## src/rtl/wc_pkg.sv

```systemverilog
// Shared definitions for the WC chip host link: word width, sync marker and FSM states.
package wc_pkg;

  localparam int WORD_W = 10;
  localparam logic [WORD_W-1:0] SYNC_WORD = 10'h3FF;

  typedef enum logic [2:0] {
    IDLE,
    LOAD,
    SEND,
    WAIT,
    CAPTURE,
    DRAIN
  } state_t;

  function automatic int max3(input int a, input int b, input int c);
    int m;
    m = (a > b) ? a : b;
    return (m > c) ? m : c;
  endfunction

endpackage

```

## src/rtl/wc_word_buf.sv

```systemverilog
// Depth x WORD_W register array: sequential writes through an internal pointer,
// random-access combinational read through an external index.
module wc_word_buf
  import wc_pkg::*;
#(
  parameter int DEPTH = 16,
  parameter int IDX_W = (DEPTH > 1) ? $clog2(DEPTH) : 1
) (
  input  logic              clk,
  input  logic              rst,
  input  logic              wr_en,
  input  logic [WORD_W-1:0] wr_data,
  input  logic [IDX_W-1:0]  rd_idx,
  output logic [WORD_W-1:0] rd_data
);

  localparam int PTR_W = $clog2(DEPTH) + 1;

  logic [WORD_W-1:0] mem [DEPTH];
  logic [PTR_W-1:0]  wr_ptr_reg;

  // Pointer wraps after the last entry so every tile starts at entry 0.
  always_ff @(posedge clk) begin
    if (rst) begin
      wr_ptr_reg <= '0;
    end else if (wr_en) begin
      wr_ptr_reg <= (wr_ptr_reg == PTR_W'(DEPTH - 1)) ? '0 : wr_ptr_reg + 1'b1;
    end
  end

  always_ff @(posedge clk) begin
    if (wr_en) begin
      mem[wr_ptr_reg[IDX_W-1:0]] <= wr_data;
    end
  end

  assign rd_data = mem[rd_idx];

endmodule

```

## src/rtl/wc_host_link.sv

```systemverilog
// Host-side link to the WC chip: buffers a tile, streams it with a sync word,
// waits the chip latency, captures the results and drains them downstream.
module wc_host_link
  import wc_pkg::*;
#(
  parameter int IN_WORDS  = 16,
  parameter int OUT_WORDS = 4,
  parameter int LATENCY   = 8
) (
  input  logic              clk,
  input  logic              rst,
  input  logic [WORD_W-1:0] s_data,
  input  logic              s_valid,
  output logic              s_ready,
  output logic [WORD_W-1:0] D,
  input  logic [WORD_W-1:0] Z,
  output logic [WORD_W-1:0] m_data,
  output logic              m_valid,
  input  logic              m_ready,
  output logic              busy
);

  localparam int MAX_CNT   = max3(IN_WORDS, LATENCY, OUT_WORDS);
  localparam int CNT_W     = $clog2(MAX_CNT) + 1;
  localparam int IN_IDX_W  = (IN_WORDS > 1) ? $clog2(IN_WORDS) : 1;
  localparam int OUT_IDX_W = (OUT_WORDS > 1) ? $clog2(OUT_WORDS) : 1;

  state_t            state_reg, state_next;
  logic [CNT_W-1:0]  cnt_reg, cnt_next;

  logic              tile_wr;
  logic [IN_IDX_W-1:0]  tile_rd_idx;
  logic [WORD_W-1:0] tile_rd_data;
  logic              res_wr;
  logic [OUT_IDX_W-1:0] res_rd_idx;
  logic [WORD_W-1:0] res_rd_data;

  always_ff @(posedge clk) begin
    if (rst) begin
      state_reg <= IDLE;
      cnt_reg   <= '0;
    end else begin
      state_reg <= state_next;
      cnt_reg   <= cnt_next;
    end
  end

  // One shared counter: beats in LOAD, D slot in SEND, delay in WAIT,
  // capture slot in CAPTURE and drain index in DRAIN; cleared on every exit.
  always_comb begin
    state_next = state_reg;
    cnt_next   = cnt_reg;
    case (state_reg)
      IDLE, LOAD: begin
        if (s_valid) begin
          if (cnt_reg == CNT_W'(IN_WORDS - 1)) begin
            state_next = SEND;
            cnt_next   = '0;
          end else begin
            state_next = LOAD;
            cnt_next   = cnt_reg + 1'b1;
          end
        end
      end
      SEND: begin
        if (cnt_reg == CNT_W'(IN_WORDS)) begin
          state_next = (LATENCY == 1) ? CAPTURE : WAIT;
          cnt_next   = '0;
        end else begin
          cnt_next = cnt_reg + 1'b1;
        end
      end
      WAIT: begin
        if (cnt_reg == CNT_W'(LATENCY - 2)) begin
          state_next = CAPTURE;
          cnt_next   = '0;
        end else begin
          cnt_next = cnt_reg + 1'b1;
        end
      end
      CAPTURE: begin
        if (cnt_reg == CNT_W'(OUT_WORDS - 1)) begin
          state_next = DRAIN;
          cnt_next   = '0;
        end else begin
          cnt_next = cnt_reg + 1'b1;
        end
      end
      DRAIN: begin
        if (m_ready) begin
          if (cnt_reg == CNT_W'(OUT_WORDS - 1)) begin
            state_next = IDLE;
            cnt_next   = '0;
          end else begin
            cnt_next = cnt_reg + 1'b1;
          end
        end
      end
      default: begin
        state_next = IDLE;
        cnt_next   = '0;
      end
    endcase
  end

  assign s_ready = !rst && ((state_reg == IDLE) || (state_reg == LOAD));
  assign tile_wr = s_valid && s_ready;
  // Slot 0 of SEND carries the sync word, so entry n goes out in slot n+1.
  assign tile_rd_idx = IN_IDX_W'(cnt_reg - 1'b1);
  assign D = (state_reg != SEND)  ? '0 :
             (cnt_reg == '0)      ? SYNC_WORD : tile_rd_data;

  assign res_wr     = (state_reg == CAPTURE);
  assign res_rd_idx = OUT_IDX_W'(cnt_reg);
  assign m_valid    = (state_reg == DRAIN);
  assign m_data     = m_valid ? res_rd_data : '0;
  assign busy       = (state_reg != IDLE);

  wc_word_buf #(
    .DEPTH (IN_WORDS)
  ) u_tile_buf (
    .clk     (clk),
    .rst     (rst),
    .wr_en   (tile_wr),
    .wr_data (s_data),
    .rd_idx  (tile_rd_idx),
    .rd_data (tile_rd_data)
  );

  wc_word_buf #(
    .DEPTH (OUT_WORDS)
  ) u_res_buf (
    .clk     (clk),
    .rst     (rst),
    .wr_en   (res_wr),
    .wr_data (Z),
    .rd_idx  (res_rd_idx),
    .rd_data (res_rd_data)
  );

endmodule

```

## config.mk

```make
export PLATFORM = sky130hd
export DESIGN_NAME = wc_host_link
export DESIGN_NICKNAME = d
export VERILOG_FILES = /design/src/rtl/wc_pkg.sv /design/src/rtl/wc_word_buf.sv /design/src/rtl/wc_host_link.sv
export SDC_FILE = /design/constraint.sdc
export NUM_CORES = 1
export LEC_CHECK = 0
export BUFFER_PORTS_ARGS = -buffer_cell sky130_fd_sc_hd__buf_2
export CORE_AREA = 5 5 135 137
export DETAILED_ROUTE_END_ITERATION = 10
export DIE_AREA = 0 0 140 142
export MAX_ROUTING_LAYER = met4
export PLACE_DENSITY = 0.82
export SLEW_MARGIN = 10
export SYNTH_ARGS = -nofsm -noshare
export SYNTH_HDL_FRONTEND = slang
export SYNTH_SLANG_ARGS = --single-unit
```

## constraint.sdc

```tcl
create_clock -name clk -period 2.55 [get_ports clk]
set_input_delay 0.765 -clock clk [delete_from_list [all_inputs] [get_ports clk]]
set_output_delay 0.765 -clock clk [all_outputs]
set_load 0.01 [all_outputs]
```

# Yosys cells after proc, flatten, opt, wreduce, memory -nomap -nowiden
# Memory sizes are Yosys's and may differ from the RTL's. A register that Yosys moved wholly into a read port is not among the register bits.
# Index checks and enable logic that the tools add are counted.
word_totals:
  memories: 2
  ram_bits: 200
  ff_bits: 16
  inputBits: 24
  output_inout_bits: 23
  wordCells: 64
op_classes:
  n_addsub: 4
  n_eq_ne: 18
  reduce_logical: 10
  n_mux: 26
mem_list:
  columns: ["memory", "words", "word_bits", "read_ports", "rd_clocked_by_memory_dff", "wr", "line", "rtl"]
  rows:
  - ["u_tile_buf.mem", 16, 10, 1, 0, 1, "wc_word_buf.sv:19", "logic [WORD_W-1:0] mem [DEPTH];"]
  - ["u_res_buf.mem", 4, 10, 1, 1, 1, "wc_word_buf.sv:19", null]
op_table:
  columns: ["cell", "n"]
  rows:
  - ["two-way mux 5 bit", 7]
  - ["two-way mux 10 bit", 3]
  - ["one-hot mux 5 bit (5 select lines)", 1]
  - ["two-way mux 3 bit", 7]
  - ["one-hot mux 3 bit (5 select lines)", 1]
  - ["adder 5 x 1 -> 5 bit, second input constant", 2]
  - ["equality test 5 x 4 -> 1 bit, second input constant", 2]
  - ["equality test 3 x 2 -> 1 bit, second input constant", 3]
  - ["equality test 3 bit, second input constant", 2]
  - ["two-way mux 2 bit", 3]
  - ["!= test 2 x 1 -> 1 bit, second input constant", 3]
  - ["!= test 2 bit, second input constant", 3]
  - ["AND reduction 6 bit", 1]
  - ["equality test 5 x 2 -> 1 bit, second input constant", 1]
  - ["equality test 5 x 3 -> 1 bit, second input constant", 1]
  - ["equality test 5 bit, second input constant", 1]
  - ["logical NOT 5 bit", 1]
  - ["two-way mux 1 bit", 4]
  - ["subtractor 4 x 1 -> 4 bit, second input constant", 1]
  - ["adder 3 x 1 -> 3 bit, second input constant", 1]
  - ["equality test 3 x 1 -> 1 bit, second input constant", 1]
  - ["logical NOT 3 bit", 1]
  - ["!= test 3 x 2 -> 1 bit, second input constant", 1]
  - ["nonzero test 3 bit", 1]
  - ["5 further kinds", 6]

# Longest topological paths before layout
# Gate-level depths: netlist (run 1).
logic_depth:
  word_depth: 6
  ltp_mapped: 9
  mapped_depth_nobuf: 9

# Modules after synthesis
# From an unflattened synthesis (run 1), not the netlist that was laid out.
unflattened:
  hier_cells: 477
  area_unflattened_um2: 8927.3
by_module_without_submodules:
  columns: ["module", "instances", "area_per_inst_um2", "cells_per_inst"]
  rows:
  - ["wc_word_buf at u_tile_buf", 1, 6427.4, 295]
  - ["wc_word_buf at u_res_buf", 1, 1631.6, 73]
  - ["wc_host_link", 1, 868.3, 109]

# Worst setup path after synthesis (run 1)
# No wires, ideal clock.
synth_timing:
  path_kind: "register to output"
  from: "register cnt_reg[0]"
  to: "output port D[8]"
  t_arrival_ps: 1981
  path_buffers: 4
  path_slack_ps: -196
  stages_incl_launch_ff: 10
  path_cell_list: "dfxtp_1 buf_6 buf_4 inv_1 ha_1 buf_4 buf_2 mux4_2 nand2_1 a31oi_1"
synth_via:
  elab_chain_len: 4
  word_cells_on_any_way: 5
  cone_classes: "add/sub (1); mux (2); reduce/logical (1); memory (1)"
synth_rtl:
  columns: ["item", "line", "rtl"]
  rows:
  - ["from (decl)", "wc_host_link.sv:29", "logic [CNT_W-1:0] cnt_reg, cnt_next;"]
  - ["from (signal assigned)", "wc_host_link.sv:44", "cnt_reg <= cnt_next;"]
  - ["subtractor 4 x 1 -> 4 bit", "wc_host_link.sv:109", "assign tile_rd_idx = IN_IDX_W'(cnt_reg - 1'b1);"]
  - ["memory (16 x 10 bit)", null, null]
  - ["two-way mux 10 bit (*)", "wc_host_link.sv:111", "(cnt_reg == '0) ? SYNC_WORD : tile_rd_data;"]
  - ["two-way mux 10 bit (*)", "wc_host_link.sv:110", "assign D = (state_reg != SEND) ? '0 :"]
  - ["to (decl)", "wc_host_link.sv:15", "output logic [WORD_W-1:0] D,"]
# Mark *: on every way between the ends. The rest lies on a longest branch, timed or not.

# Worst setup path in the final report (run 1)
layout_timing:
  from: "register cnt_reg[0]"
  to: "output port D[1]"
# Same word-level chain as after synthesis.

==> flow_summary.yaml, run 1 <==
floorplanning:
  start_util_pct: 53.3
  die_w_um: 140
  core_um2: 16900
  die_h_um: 142
  ios: 47
  core.rowCount: 48
  die_area_um2: 19900
final_layout:
  fillCellCount: 1075
  synthToLayoutAreaGrowth_pct: 21.1
  nets: 643
  seq_area_um2: 6380
  final_common_cell: "edfxtp_1"
  largest_reg_flops: 160
  n_antenna_cell: 0
  final_layout_size_suffix_gt1_share_pct: 36.5
  multi_input_area_um2: 2560
  final_cell_mix: "200 x edfxtp_1, 43 x nand2_1, 41 x mux4_2"
clock_tree:
  clockBufferDepth: 3
  cts-root-buf: "clkbuf_16"
  cts-hold-fix-buffers: 0
  cts_made_buffers: 22
  cts_tree: "built"
  clk_latency_ns: 0.51
  htree_levels: 1
  cts.sinks: 218
  clkSlewWorstSetupHoldPaths_ns: 0.06
global_route:
  met3_usage_pct: 3.46
  grt_max_degree: 24
  grt_usage_pct: 22.2
  grt_pass1_vias: 5551
  met2_usage_pct: 36.5
  antenna_found_initial: 0
  grt_overflow_total: 0
  busiest_layer: "met2"
  grt_pass1_wl_um: 32800
  grt_use_met1_pct: 28.6
setup_path:
  worstPathMaxFanout: 8
  worstSetupPathType: "reg2out"
  path_cells: "buf_12, buf_16, or2_1, a21oi_2, o21ai_4, buf_6, a31o_1, a31oi_2, buf_2"
  worstSetupEndpointType: "output port"
  worstPathRequired_ns: 1.79
  slowest_delay_ns: 0.36
  cp_top_family: "compound AO/OA/AOI/OAI gates"
  r2r_slack_ns: 0.15
  slowest_stage: "dfxtp_4"
  r2r_start: "cnt_reg[0]$_SDFFE_PP0P_"
  cp.arrival_ns: 2.31
  cp-start-kind: "flop"
  r2r_cells: 12
  worst-path-buf-inv: 4
drt:
  drtIter0Drc: 618
  drcViolationCount: 0
  wire_per_inst_um: 25.2
  wirelength_um: 21400
  detail-route-antenna-nets: 0
  viasPerCell: 6.25
  dr_total_vias: 5291
  dr.pass1.iters: 6
sta:
  finalClockSkew_ns: 0.0249
  finalSetupViolCount: 16
  period_share_pct: 121
  hold_viol_final: 0
  finalMaxSlewViolations: 0
  rsz0062_at_grt: "true"
  relSlewSlack_pct: 44.3
  fmax_mhz: 325
  tns_ns: -5.08
  period_minus_slack_ns: 3.07
  worst_slack_ns: -0.523
  hold_ws_ns: 0.481
  worst_slew_pin_slew_ns: 0.830
yosys:
  synth_area_um2: 9020
  synth_ff_type: "edfxtp_1"
  yosys_warnings: 0
  seq_area_frac_synth_pct: 70.5
  synth-edff-count: 200
  avgSynthCellArea_um2: 17.8
  synth_cells: 506
  syn_nets: 543
  ys_ff_latch: 218
  ys_async_sr_fraction_pct: 0
  synth_cell_types: 51
worst_hold_path:
  hold_depth: 2
  hold_end: "u_res_buf.wr_ptr_reg[2]$_SDFFE_PP0P_"
  hold_path_class: "reg2reg"
  hp-start: "u_res_buf.wr_ptr_reg[2]$_SDFFE_PP0P_"
pwr:
  p_sw_mw: 1.70
  power_density_nw_per_um2: 718
  p_sw_share_pct: 21.6
  power_frac_comb_pct: 9.0
  vdd_drop_max_v: 0.000608
  finalPower_mw: 7.85
  p_int_mw: 6.15
  cellLeakagePower_nw: 3.73
  p_seq_share_pct: 50.2
  power.share.clock_pct: 40.8
placed_design:
  dp_hpwl_um: 12500
  pre_cts_slack_ns: -0.0311
  gp_congestion: 0.848
  port-buffer-count: 46
status:
  status: "finished, violations left"
  violations: "negative setup slack"
job:
  max_cap_violations: 0
## cell families (layout without fill, tap and decap cells)
family / count (synthesis) / count (layout) / synth area share [%]
DFF: 218 / 218 / 70.5
and+or+nand+nor: 130 / 130 / 7.24
AOI/OAI and AO/OA: 51 / 51 / 4.03
muxes: 50 / 50 / 13.3
buffers and inverters: 41 / 157 / 2.81
adders and majority gates: 13 / 13 / 1.80
xor gates and xnor gates: 3 / 3 / 0.291
## layer usage
layer / share of wire (%) / vias to the layer above
met3: 8.5 / 69
met4: 3.3 / 0
met1: 37 / 2675
li1: - / 2207
met2: 51 / 340
met5: 0 / -
## metrics by stage
step / instance area, um^2 / utilization, % / cells
CTS: 10800 / 63.8 / 844
finish: 10900 / 64.5 / 847
floorplan: 9140 / - / 506
global route: 10900 / 64.5 / 847
global placement: 9770 / 57.7 / 787
detailed placement: 9770 / 57.7 / 787
## power groups by stage
| stage | Combinational (mW) | Sequential [mW] | Clock (mW) |
|---|---|---|---|
| after floorplan | 0.358 | 4.01 | 0 |
| after global placement | 0.525 | 4.01 | 0 |
| after detailed placement | 0.542 | 4.01 | 0 |
| after CTS | 0.666 | 3.94 | 3.22 |
| after global routing | 0.740 | 3.94 | 3.39 |
| final | 0.705 | 3.94 | 3.21 |
## cell usage after synthesis (2+ instances only)
cell | instances | area [um^2]
nor2_1 | 22 | 82.6
inv_1 | 13 | 48.8
a31oi_1 | 12 | 75.1
dfxtp_1 | 18 | 360
nor2b_1 | 3 | 18.8
a21oi_2 | 2 | 17.5
o21a_1 | 2 | 15.0
clkbuf_1 | 6 | 22.5
buf_6 | 7 | 78.8
and2_1 | 4 | 25.0
o31ai_1 | 2 | 15.0
xnor2_1 | 2 | 17.5
a31o_1 | 10 | 87.6
nand3_1 | 4 | 20.0
a21oi_1 | 7 | 35.0
nand2_1 | 55 | 206
nand2b_1 | 7 | 43.8
a22oi_1 | 2 | 15.0
nor3_1 | 8 | 40.0
nor3b_1 | 3 | 22.5
ha_1 | 13 | 163
o21ai_0 | 3 | 15.0
mux4_2 | 31 | 698
mux4_1 | 19 | 499
edfxtp_1 | 200 | 6010
or3_1 | 3 | 18.8
o21ai_2 | 3 | 26.3
buf_4 | 6 | 45.0
a2bb2oi_1 | 2 | 17.5
and3_1 | 10 | 62.6
buf_2 | 7 | 35.0
## repair_timing
action,CTS,global route
setup buffers,13,3
cloned,4,0
pin swaps,25,7
gates resized for setup,48,20
endpoints found under the setup margin,20,24
## worst reg2reg max path: cells and delay by family (launching register included)
kind | cells | cell delay, ns
flops | 1 | 0.36
compound gates | 3 | 0.45
buf+inv | 4 | 0.49
fa+ha+maj | 2 | 0.42
simple gates | 3 | 0.61
## worst max path at each step
stage                                       start    to  cells after the start
after detailed placement  cnt_reg[0]$_SDFFE_PP0P_  D[3]                      7
after global routing      cnt_reg[0]$_SDFFE_PP0P_  D[0]                      9
after floorplan           cnt_reg[0]$_SDFFE_PP0P_  D[2]                      9
final                     cnt_reg[0]$_SDFFE_PP0P_  D[1]                      9
after CTS                 cnt_reg[0]$_SDFFE_PP0P_  D[0]                      9
after global placement    cnt_reg[0]$_SDFFE_PP0P_  D[3]                      7
## layout make-up
class | instances | share of cell area, %
timing repair buffer | 104 | 8.68
inverter | 13 | 0.446
tap | 225 | 2.58
clock buffer | 29 | 5.28
multi-input combinational | 247 | 23.5
clock inverter | 11 | 1.25
sequential | 218 | 58.3
Note: power is estimated with default switching activity, not from simulation.
==> run 2, diff against run 1 <==
CORE_AREA = 5 5 129 131   (was 5 5 135 137)
DIE_AREA = 0 0 134 136   (was 0 0 140 142)
PLACE_DENSITY = 0.85   (was 0.82)
clock period = 3.8 ns   (was 2.55 ns; I/O delays follow)
==> run 2 against run 1 <==
Effect of this change: the run now ends clean; setup slack improved by 0.62 ns; clock skew shrank 0.0092 ns; count of clock-buffer cells in the layout grew 1; first-iteration DRC count decreased by 20%; wire length down 9.5%; non-clock buffer count is 31 lower; final area down 6.4%; cell count decreased by 7.8%; via count is 6.5% lower; utilization is 1.5 points higher; critical endpoint unchanged; largest cell class unchanged; largest power group unchanged.
==> flow_summary.yaml, run 2 (synthesized netlist as in run 1, its figures left out) <==
setup_path:
  r2r_cells: 4
  cp-start-kind: "flop"
  r2r_start: "state_reg[2]$_SDFFE_PP0P_"
  worstPathRequired_ns: 2.66
  critPathLaunch: "cnt_reg[1]$_SDFFE_PP0P_"
  cp.arrival_ns: 2.56
  worstSetupPathType: "reg2out"
  worstPathMaxFanout: 40
  worstSetupEndpointType: "output port"
global_route:
  grt_pass1_vias: 5117
  grt_usage_pct: 22.3
  busiest_layer: "met2"
  met2_usage_pct: 37.6
  met3_usage_pct: 3.70
  antenna_found_initial: 0
  grt_overflow_total: 0
  grt_max_degree: 47
  grt_use_met1_pct: 28.1
  grt_pass1_wl_um: 29600
floorplanning:
  die_h_um: 136
  core_um2: 15500
  start_util_pct: 58.3
  core.rowCount: 46
  die_w_um: 134
  die_area_um2: 18200
  ios: 47
drt:
  dr_total_vias: 4947
  wire_per_inst_um: 24.8
  detail-route-antenna-nets: 0
  viasPerCell: 6.33
  drtIter0Drc: 496
  wirelength_um: 19300
  drcViolationCount: 0
  dr.pass1.iters: 5
final_layout:
  fillCellCount: 939
  synthToLayoutAreaGrowth_pct: 13.4
  n_antenna_cell: 0
  final_layout_size_suffix_gt1_share_pct: 25.0
  final_common_cell: "edfxtp_1"
  nets: 612
  layout.cells.non_filler: 781
  largest_reg_flops: 160
  final_cell_mix: "200 x edfxtp_1, 55 x nand2_1, 46 x buf_2"
clock_tree:
  clkSlewWorstSetupHoldPaths_ns: 0.06
  cts_tree: "built"
  htree_levels: 1
  cts.sinks: 218
  cts-root-buf: "clkbuf_16"
  cts_made_buffers: 22
  clk_latency_ns: 0.50
  cts_setup_buffers: 0
  clockBufferDepth: 3
placed_design:
  dp_hpwl_um: 11500
  gp_congestion: 0.868
  dp.cells: 743
  port-buffer-count: 46
sta:
  relSlewSlack_pct: 37.4
  rsz0062_at_grt: "false"
  tns_ns: 0
  finalSetupViolCount: 0
  finalMaxSlewViolations: 0
  worst_slew_pin_slew_ns: 0.937
  finalClockSkew_ns: 0.0157
  hold_viol_final: 0
  period_minus_slack_ns: 3.70
  fmax_mhz: 270
  period_share_pct: 97.5
pwr:
  power_frac_comb_pct: 6.2
  p_sw_mw: 1.04
  cellLeakagePower_nw: 3.52
  power_density_nw_per_um2: 497
  power.share.clock_pct: 41.6
  p_seq_share_pct: 52.1
  p_sw_share_pct: 20.5
  p_int_mw: 4.04
  vdd_drop_max_v: 0.000458
worst_hold_path:
  hp-start: "u_res_buf.wr_ptr_reg[2]$_SDFFE_PP0P_"
  hold_depth: 2
  hold_path_class: "reg2reg"
status:
  status: "completed"
job:
  max_cap_violations: 0
[run 2: power groups by stage]
stage	registers, mW	logic, mW	clock network (mW)
finish	2.65	0.317	2.11
detailed placement	2.70	0.313	0
global placement	2.70	0.300	0
global route	2.65	0.339	2.25
CTS	2.65	0.318	2.14
floorplan	2.69	0.225	0
[run 2: what timing repair did]
item	4_1_cts	5_1_grt
gates resized for setup	0	2
hold buffers	0	0
setup endpoints to repair	0	8
[run 2: layout make-up]
cell class              count  area (um^2)  share of cell area [%]
multi-input cells         247         2410                    23.5
well taps                 192          240                    2.35
clock buffers              30          622                    6.08
inverters                  13         48.8                   0.477
flip-flops and latches    218         6370                    62.3
repair buffers             73          458                    4.48
clock inverters             8         86.3                   0.844
[run 2: metrics by stage]
| step | util, % | power, mW | area [um^2] | setup slack (ns) | hold WS (ns) |
|---|---|---|---|---|---|
| finish | 66.1 | 5.08 | 10200 | 0.0960 | 0.456 |
| global route | 66.1 | 5.24 | 10200 | 0.0206 | 0.471 |
| CTS | 66.0 | 5.11 | 10200 | 0.00947 | 0.462 |
| detailed placement | 61.5 | 3.01 | 9520 | 0.591 | 0.453 |
| global placement | 61.5 | 3.00 | 9520 | 0.689 | 0.435 |
| floorplan | - | 2.91 | 9020 | 0.679 | 0.421 |
[run 2: final timing paths]
| path | endpoint | slack [ns] |
|---|---|---|
| worst max-delay path | D[1] | 0.1 |
| worst min register to register | u_res_buf.wr_ptr_reg[2]$_SDFFE_PP0P_ | 0.46 |
| worst min-delay path | u_res_buf.wr_ptr_reg[2]$_SDFFE_PP0P_ | 0.46 |
| worst max register to register | u_tile_buf.mem[2][7]$_DFFE_PP_ | 1.44 |
[run 2: critical path: stages (launching register included)]
cell,delay [ns]
dfxtp_2,0.40
inv_1,0.08
ha_1,0.33
buf_12,0.25
mux4_2,0.24
nand2_1,0.07
a31o_1,0.25
a31oi_1,0.24
buf_2,0.20
[run 2: layer usage]
layer,up-vias,wire length (um)
li1,2155,-
met1,2502,7320
met2,248,10000
met3,42,1500
met4,0,516
met5,-,0
